[src/rtl/note_sequencer.sv]
// Pattern-table note sequencer: plays {note, beats} entries onto the note bus.
// Optional NOTE_SEQ_GAP_EN inserts GAP_TICKS silent cycles after every entry.
module note_sequencer #(
    parameter int DEPTH          = 16,
    parameter int TICKS_PER_BEAT = 1000,
    parameter int NOTE_W         = 27,
    parameter int GAP_TICKS      = 8,
    localparam int AW            = $clog2(DEPTH)
) (
    input  logic              clk,
    input  logic              rst_n,
    input  logic              start,
    input  logic              stop,
    input  logic              loop_en,
    input  logic              load_we,
    input  logic [AW-1:0]     load_addr,
    input  logic [6:0]        load_note,
    input  logic [3:0]        load_len,
    output logic [NOTE_W-1:0] note,
    output logic              note_valid,
    output logic [AW-1:0]     step,
    output logic              busy,
    output logic              done
);
    localparam int TW = (TICKS_PER_BEAT > 1) ? $clog2(TICKS_PER_BEAT) : 1;
    localparam logic [TW-1:0] TMAX = TW'(TICKS_PER_BEAT - 1);
    localparam logic [AW-1:0] LAST = AW'(DEPTH - 1);

    localparam logic [1:0] IDLE  = 2'd0;
    localparam logic [1:0] FETCH = 2'd1;
    localparam logic [1:0] PLAY  = 2'd2;

    if (TICKS_PER_BEAT < 1 || GAP_TICKS < 1) begin : g_param_chk
        $error("note_sequencer: TICKS_PER_BEAT and GAP_TICKS must be >= 1");
    end

    logic [1:0]    state;
    logic [10:0]   tbl [DEPTH];
    logic [10:0]   ent;
    logic [TW-1:0] tick;
    logic [3:0]    beat;
    logic          play_last;
    logic          adv;

    assign ent       = tbl[step];
    assign busy      = (state != IDLE);
    assign play_last = (state == PLAY) && (tick == TMAX) && (beat == 4'd1);

`ifdef NOTE_SEQ_GAP_EN
    localparam logic [1:0] GAP = 2'd3;
    localparam int GW = $clog2(GAP_TICKS + 1);
    localparam logic [GW-1:0] GMAX = GW'(GAP_TICKS - 1);
    logic [GW-1:0] gcnt;
    assign adv = (state == GAP) && (gcnt == GMAX);
`else
    assign adv = play_last;
`endif

    // Table has no reset; it only accepts writes while idle.
    always_ff @(posedge clk) begin
        if (load_we && state == IDLE)
            tbl[load_addr] <= {load_len, load_note};
    end

    always_ff @(posedge clk or negedge rst_n) begin
        if (!rst_n) begin
            state      <= IDLE;
            note       <= '0;
            note_valid <= 1'b0;
            step       <= '0;
            done       <= 1'b0;
            tick       <= '0;
            beat       <= '0;
`ifdef NOTE_SEQ_GAP_EN
            gcnt       <= '0;
`endif
        end else begin
            done <= 1'b0;
            if (stop) begin
                state      <= IDLE;
                note       <= '0;
                note_valid <= 1'b0;
                step       <= '0;
                tick       <= '0;
                beat       <= '0;
            end else if (adv) begin
                // Entry finished: last slot either ends the song or wraps.
                if (step == LAST && !loop_en) begin
                    state      <= IDLE;
                    note       <= '0;
                    note_valid <= 1'b0;
                    done       <= 1'b1;
                    step       <= '0;
                end else begin
                    step  <= step + 1'b1;
                    state <= FETCH;
                end
            end else begin
                case (state)
                    IDLE: if (start) begin
                        state <= FETCH;
                        step  <= '0;
                    end
                    FETCH: begin
                        if (ent[10:7] == 4'd0) begin
                            if (loop_en) begin
                                step <= '0;
                            end else begin
                                state      <= IDLE;
                                note       <= '0;
                                note_valid <= 1'b0;
                                done       <= 1'b1;
                                step       <= '0;
                            end
                        end else begin
                            note       <= NOTE_W'(ent[6:0]);
                            note_valid <= |ent[6:0];
                            beat       <= ent[10:7];
                            tick       <= '0;
                            state      <= PLAY;
                        end
                    end
                    PLAY: begin
                        if (tick == TMAX) begin
                            tick <= '0;
                            beat <= beat - 1'b1;
                        end else begin
                            tick <= tick + 1'b1;
                        end
`ifdef NOTE_SEQ_GAP_EN
                        if (play_last) begin
                            state      <= GAP;
                            gcnt       <= '0;
                            note       <= '0;
                            note_valid <= 1'b0;
                        end
`endif
                    end
`ifdef NOTE_SEQ_GAP_EN
                    GAP: gcnt <= gcnt + 1'b1;
`endif
                    default: state <= IDLE;
                endcase
            end
        end
    end
endmodule

[config.mk]
export PLATFORM = sky130hd
export DESIGN_NAME = note_sequencer
export DESIGN_NICKNAME = d
export VERILOG_FILES = /design/src/rtl/note_sequencer.sv
export SDC_FILE = /design/constraint.sdc
export NUM_CORES = 1
export LEC_CHECK = 0
export BUFFER_PORTS_ARGS = -buffer_cell sky130_fd_sc_hd__buf_4
export CAP_MARGIN = 20
export CORE_ASPECT_RATIO = 0.5
export CORE_MARGIN = 10
export CORE_UTILIZATION = 55
export CTS_CLUSTER_SIZE = 16
export DETAILED_ROUTE_END_ITERATION = 8
export PLACE_DENSITY_LB_ADDON = 0.1
export SLEW_MARGIN = 10
export SYNTH_ARGS = -nofsm -noshare
export SYNTH_HDL_FRONTEND = slang
export SYNTH_SLANG_ARGS = --single-unit
[constraint.sdc]
create_clock -name clk -period 4.21 [get_ports clk]
set_input_delay 0.6315 -clock clk [delete_from_list [all_inputs] [get_ports clk]]
set_output_delay 0.6315 -clock clk [all_outputs]
set_load 0.02 [all_outputs]
==> metrics.txt, run 1 <==
status=finished clean; Hold-fix buffers, CTS=0; nets=598; Pins Over Slew Limit=0; Clock Tree Buf Depth=3; final wirelength=19,000 um; Vias/cell=6.02; Top FF cell, synth=edfxtp_1; CP required=4.58 ns; first-pass GRT wire length=28,800 um; postcts setup bufs=0; DR vias=4,757; synthesized area per cell=16.5 sq um; Hold WS=0.0616 ns; RSZ-0062 raised after global routing=no; DR DRC count=0; Site Rows=32; post-DR wirelength/cell=24.1 um; Worst-Skew Late Latency=0.49 ns; TritonCTS clock tree=yes; Initial Util=0.559; Antenna diodes=0; cells on worst reg2reg path=7; Flop pwr share=0.539; Clock Skews=0.0152 ns; Worst setup EP type=flip-flop; Lkg Pwr=3.31 nW; kind of critical path=reg2reg; Die Area=21,300 sq um; Hold Crit Class=in2async; sequential share of the synthesized area=0.701; Placer Congestion=0.801; synthesized flop and latch total=205; Synth area leaders=edfxtp_1 62%, dfrtp_1 8.5%, mux4_2 7.9%; period utilisation layout=0.736; largest net degree at the start of global routing=30; Final TNS setup=0 ns; Die Height=108 um; PwrDens=430 nW/um^2; I/O Buffers=34; Iter 0 DRT Violations=408; asr flop ratio synth=0.141; Clk pin slew, worst setup/hold paths=0.07 ns; Clk pwr share=0.420; Placed Cells=756; Tmin final=3.10 ns; share of layout cells above drive strength 1=0.225; antenna violations before repair=0; Final setup viols=0; Final Cell Area=9700 sq um; number of global-route vias before repair=4,809; switching part of the total=0.207; Worst Setup Start Kind=flip-flop; First-pass DRT Iterations=5; I/O Pins=55; Fillers=1,086; TritonCTS Buffers=19; peak supply drop=0.000256 V; Core Region=15,300 sq um; Tot GR Track Use=0.178; Die Width=197 um; Fin. Hold Viols=0; Synth Cell Area=8580 sq um; Synth top area share=0.616; clock sink count=205; placed instance area=9060 sq um; post_cts resized=0; post-route non-filler standard cell count=790; htree depth=1; GRT overflow=0; Max FO, Critical Path=19; Comb pwr share=0.040; HPWL after detailed placement=12,500 um; number of enable flip-flop cells after synthesis=176; Ys Warns=0; cell taking the most area after synthesis=edfxtp_1; f_max=0.323 GHz; Int Power=3.31 mW; Netlist cell types=55; DRT antenna net count=0; Slew Limit Headroom=0.328; Post-Syn Instances=521; worst path arrival time=3.47 ns; Max Cap Viol=0; net switching power=863 uW; Slew @ Worst Pin=1.00 ns; P&R area growth vs syn=13.0%; Root Buffer=clkbuf_16
[critical path, stage by stage (launching register included)]
cell and delay, ns:
dfrtp_1 0.93, and2_1 0.68, a221oi_1 0.34, a22oi_1 0.26, nand2_1 0.18, nor4_1 0.30, nand2_1 0.09, a22o_1 0.20
[synthesized netlist by cell type (all sizes together) (3+ instances only)]
cell type and count:
clkbuf 12, and3 3, nand3 6, nand2b 6
or3 5, nor2 31, a21oi 12, ha 4
dfrtp 29, o21ai 12, mux4 30, buf 32
a221oi 14, edfxtp 176, nand2 30, a31oi 5
a22o 11, nand4 6, and2 3, mux2i 39
inv 9, nor3 9, a22oi 7
[cells in the final DEF, fill, tap and decap left out, types with 3 or more instances in the layout]
cell type / netlist / routed
a21oi_1: 12 / 12
nor2_2: 1 / 3
edfxtp_1: 176 / 176
mux4_2: 30 / 30
conb_1: 1 / 20
a22oi_1: 7 / 7
a221oi_1: 14 / 14
nand2_1: 30 / 30
ha_1: 4 / 4
and3_1: 3 / 3
o21ai_0: 10 / 10
bufinv_16: 0 / 3
inv_1: 9 / 9
buf_4: 20 / 56
clkbuf_1: 12 / 3
nor3_1: 9 / 5
nand3_1: 6 / 6
and2_1: 3 / 3
a31oi_1: 5 / 5
nor2_1: 30 / 28
mux2i_1: 37 / 37
nor3_2: 0 / 4
nand2b_1: 5 / 5
nand4_1: 6 / 6
clkbuf_16: 0 / 19
or3_1: 5 / 5
dfrtp_1: 29 / 28
a22o_1: 10 / 10
[path summary, 6_finish.rpt]
path	from	to	slack [ns]
worst min-delay path	rst_n	beat[2]	0.06
max in group asynchronous	rst_n	step[0]	3.82
min in group clk	loop_en	done	0.35
worst max-delay path	step[1]	note_valid	1.11
worst min register to register	tick[8]	tick[8]	0.49
worst max register to register	step[1]	note_valid	1.11
[power groups by stage]
stage,sequential (mW),combinational (mW),clock (mW)
floorplan,2.30,0.0945,0
global placement,2.29,0.165,0
detailed placement,2.29,0.169,0
CTS,2.25,0.168,1.79
global route,2.25,0.186,1.87
finish,2.25,0.168,1.75
[through the flow]
| stage | util | setup slack (ns) | total power [mW] |
|---|---|---|---|
| 2_1_floorplan | - | 1.63 | 2.39 |
| 5_1_grt | 0.632 | 0.878 | 4.31 |
| 3_5_place_dp | 0.591 | 1.21 | 2.46 |
| 4_1_cts | 0.632 | 1.18 | 4.20 |
| 3_3_place_gp | 0.591 | 1.22 | 2.46 |
| 6_report | 0.632 | 1.11 | 4.17 |
[cell type report]
class / instances / area [sq um] / area share
Sequential cell: 205 / 6010 / 0.620
Multi-Input combinational cell: 282 / 2340 / 0.241
Clock buffer: 22 / 487 / 0.0502
Timing Repair Buffer: 56 / 420 / 0.0434
Tap cell: 204 / 255 / 0.0263
Clock inverter: 12 / 145 / 0.0150
Inverter: 9 / 33.8 / 0.00348
[layer usage]
layer  wire length, um  share of wire  vias up  GRT usage
li1                  -              -     2130          -
met1              8730           0.46     2404      0.263
met2              8260           0.43      196      0.259
met3              1650          0.087       27     0.0429
met4               382          0.020        0     0.0511
met5                 0              0        -          0
[sequential cells by signal, indices dropped and copies added (netlist names)]
| signal | cells |
|---|---|
| tick | 10 |
| step | 4 |
| note_valid | 1 |
| note | 7 |
| done | 1 |
| tbl | 176 |
| state | 2 |
| beat | 4 |
[cells by family (layout without fill, tap and decap cells)]
logic type / count (synthesis) / count (layout) / share of synthesized area
xor gates and xnor gates: 2 / 2 / 0.00204
adders and majority gates: 4 / 4 / 0.00584
muxes: 69 / 69 / 0.125
other: 1 / 20 / 0.000437
and+or+nand+nor: 109 / 109 / 0.0623
DFF: 205 / 205 / 0.701
AOI/OAI and AO/OA: 78 / 78 / 0.0658
buffers and inverters: 53 / 99 / 0.0376
(Power assumes the default switching activity.)
==> run 2: changes to the inputs <==
Settings changed: CORE_UTILIZATION 55 to 54.
Clock period 4.21 ns to 2.5 ns, I/O delays scaled along.
==> run 2 against run 1 <==
The flow now finishes with violations (negative setup slack). First-iteration DRC count increased by 24%. Design area rose by 5.5%. Clock power increased by 58%. Critical endpoint is now beat[0]. Non-clock buffer count rose by 52. Largest power group unchanged. Global-route usage increased by 0.22 points. Routed wire length grew 1.2%.
==> metrics.txt, run 2 (synthesis gave the netlist of run 1 again) <==
biggest regs=tbl: 176 flops, tick: 10 flops, note: 7 flops; largest net degree at the start of global routing=30; Root Buffer=clkbuf_16; Iter 0 DRT Violations=506; clock sink count=205; area occupied by multi-input gates=2470 sq um; Core Region=15,500 sq um; P&R area growth vs syn=19.3%; total chip power=6.87 mW; peak supply drop=0.000536 V; I/O Pins=55; kind of critical path=reg2reg; Clock Skews=0.0212 ns; post-route non-filler standard cell count=842; Clk pin slew, worst setup/hold paths=0.07 ns; Die Height=109 um; period utilisation layout=1.01; Final WS setup=-0.0184 ns; number of global-route vias before repair=4,798; Worst setup EP type=flip-flop; Hold Path Cell Cnt=2; f_max=0.397 GHz; Antenna diodes=0; Slew Limit Headroom=0.629; most frequent cells in the layout=176 x edfxtp_1, 100 x buf_4, 33 x mux2i_1; r2r startpoint=step[0]; first-pass GRT wire length=29,200 um; Site Rows=32; Final setup viols=2; Initial Util=0.554; TritonCTS clock tree=yes; Clock Tree Buf Depth=3; Tot GR Track Use=0.180; PwrDens=671 nW/um^2; Core Util, Final=0.660; dpl ws=-0.332 ns; DR DRC count=0; I/O Buffers=34; R2R setup slack=-0.02 ns; GRT overflow=0; HPWL after detailed placement=13,100 um; Placed Cells=800; Lkg Pwr=3.58 nW; post-DR wirelength/cell=22.9 um; First-pass DRT Iterations=6; sequential cell area=6010 sq um; antenna violations before repair=0; RSZ-0062 raised after global routing=yes; Fillers=1,079; final wirelength=19,300 um; Critical R2R Capture=beat[0]; worst path arrival time=2.92 ns; share of layout cells above drive strength 1=0.310; commonest non-fill, non-tap cell in the layout=edfxtp_1; TritonCTS Buffers=19; number of flip-flops in the largest register=176; Vias/cell=5.85; violated checks=negative setup slack; Worst-Skew Late Latency=0.49 ns; Pins Over Slew Limit=0; Die Area=21,600 sq um; nets=650; hold path start=loop_en; cells on worst reg2reg path=8; Max FO, Critical Path=8; Slew @ Worst Pin=0.552 ns; Tmin final=2.52 ns; Final TNS setup=-0.0227 ns; DRT antenna net count=0; CP required=2.91 ns; status=finished, violations left; htree depth=1; Worst Hold Endpoint=done; most flop-heavy register=tbl; Die Width=198 um; Placer Congestion=0.829; Hold Crit Class=in2reg; DR vias=4,928; Max Cap Viol=0; Fin. Hold Viols=0; Worst Setup Start Kind=flip-flop
run 2: cell count changes in the layout (fill, tap and decap cells not counted), moves of 3 or more:
| cell | before | now |
|---|---|---|
| buf_4 | 56 | 100 |
| buf_6 | 0 | 4 |
| mux2i_1 | 37 | 33 |
| mux2i_4 | 0 | 4 |
| buf_12 | 0 | 3 |
run 2: through the flow:
stage | area (sq um) | hold WS (ns)
6_report | 10200 | 0.0819
5_1_grt | 10200 | 0.0685
4_1_cts | 10200 | 0.0665
2_1_floorplan | 8660 | 0.0794
3_3_place_gp | 9420 | 0.323
3_5_place_dp | 9420 | 0.324
run 2: worst max-delay path, cell delays in order (launching register included):
cell	delay (ns)
dfrtp_4	0.53
buf_6	0.14
mux4_2	0.51
mux2i_1	0.17
buf_4	0.16
a41oi_2	0.10
or2_4	0.33
or3_1	0.35
a21oi_1	0.15
run 2: report_power, final:
part / internal (mW) / switching (mW) / leakage [nW]
registers: 3.76 / 0.0212 / 1.98
logic: 0.105 / 0.207 / 1.32
clock network: 1.52 / 1.25 / 0.279
run 2: repair_timing:
action / in CTS / in global routing
hold buffers: 1 / 0
pin swaps: 5 / 1
setup endpoints to repair: 27 / 27
buffers inserted: 6 / 1
hold endpoints to repair: 29 / 0
gates resized for setup: 19 / 10
run 2: how the worst max path moves through the flow:
stage | to | slack (ns) | start
3_5_place_dp | note_valid | -0.33 | step[0]
3_3_place_gp | note_valid | -0.30 | step[0]
5_1_grt | step[2] | -0.13 | step[0]
2_1_floorplan | note[0] | 0.01 | step[0]
6_report | beat[0] | -0.02 | step[0]
4_1_cts | beat[0] | -0.02 | step[0]
run 2: cell type report:
cell class / instances / share of cell area
Clock buffer: 22 / 0.0476
Clock inverter: 12 / 0.0105
Inverter: 9 / 0.00330
Multi-Input combinational cell: 282 / 0.241
Sequential cell: 205 / 0.588
Tap cell: 204 / 0.0250
Timing Repair Buffer: 108 / 0.0846
run 2: per-layer routing:
metal  part of all wire  wire length, um  vias to the layer above  GRT usage
met1               0.47             9050                     2475      0.269
met4              0.015              297                        0     0.0360
met2               0.43             8320                      193      0.265
met5                  0                0                        -          0
li1                   -                -                     2239          -
met3              0.082             1590                       21     0.0412
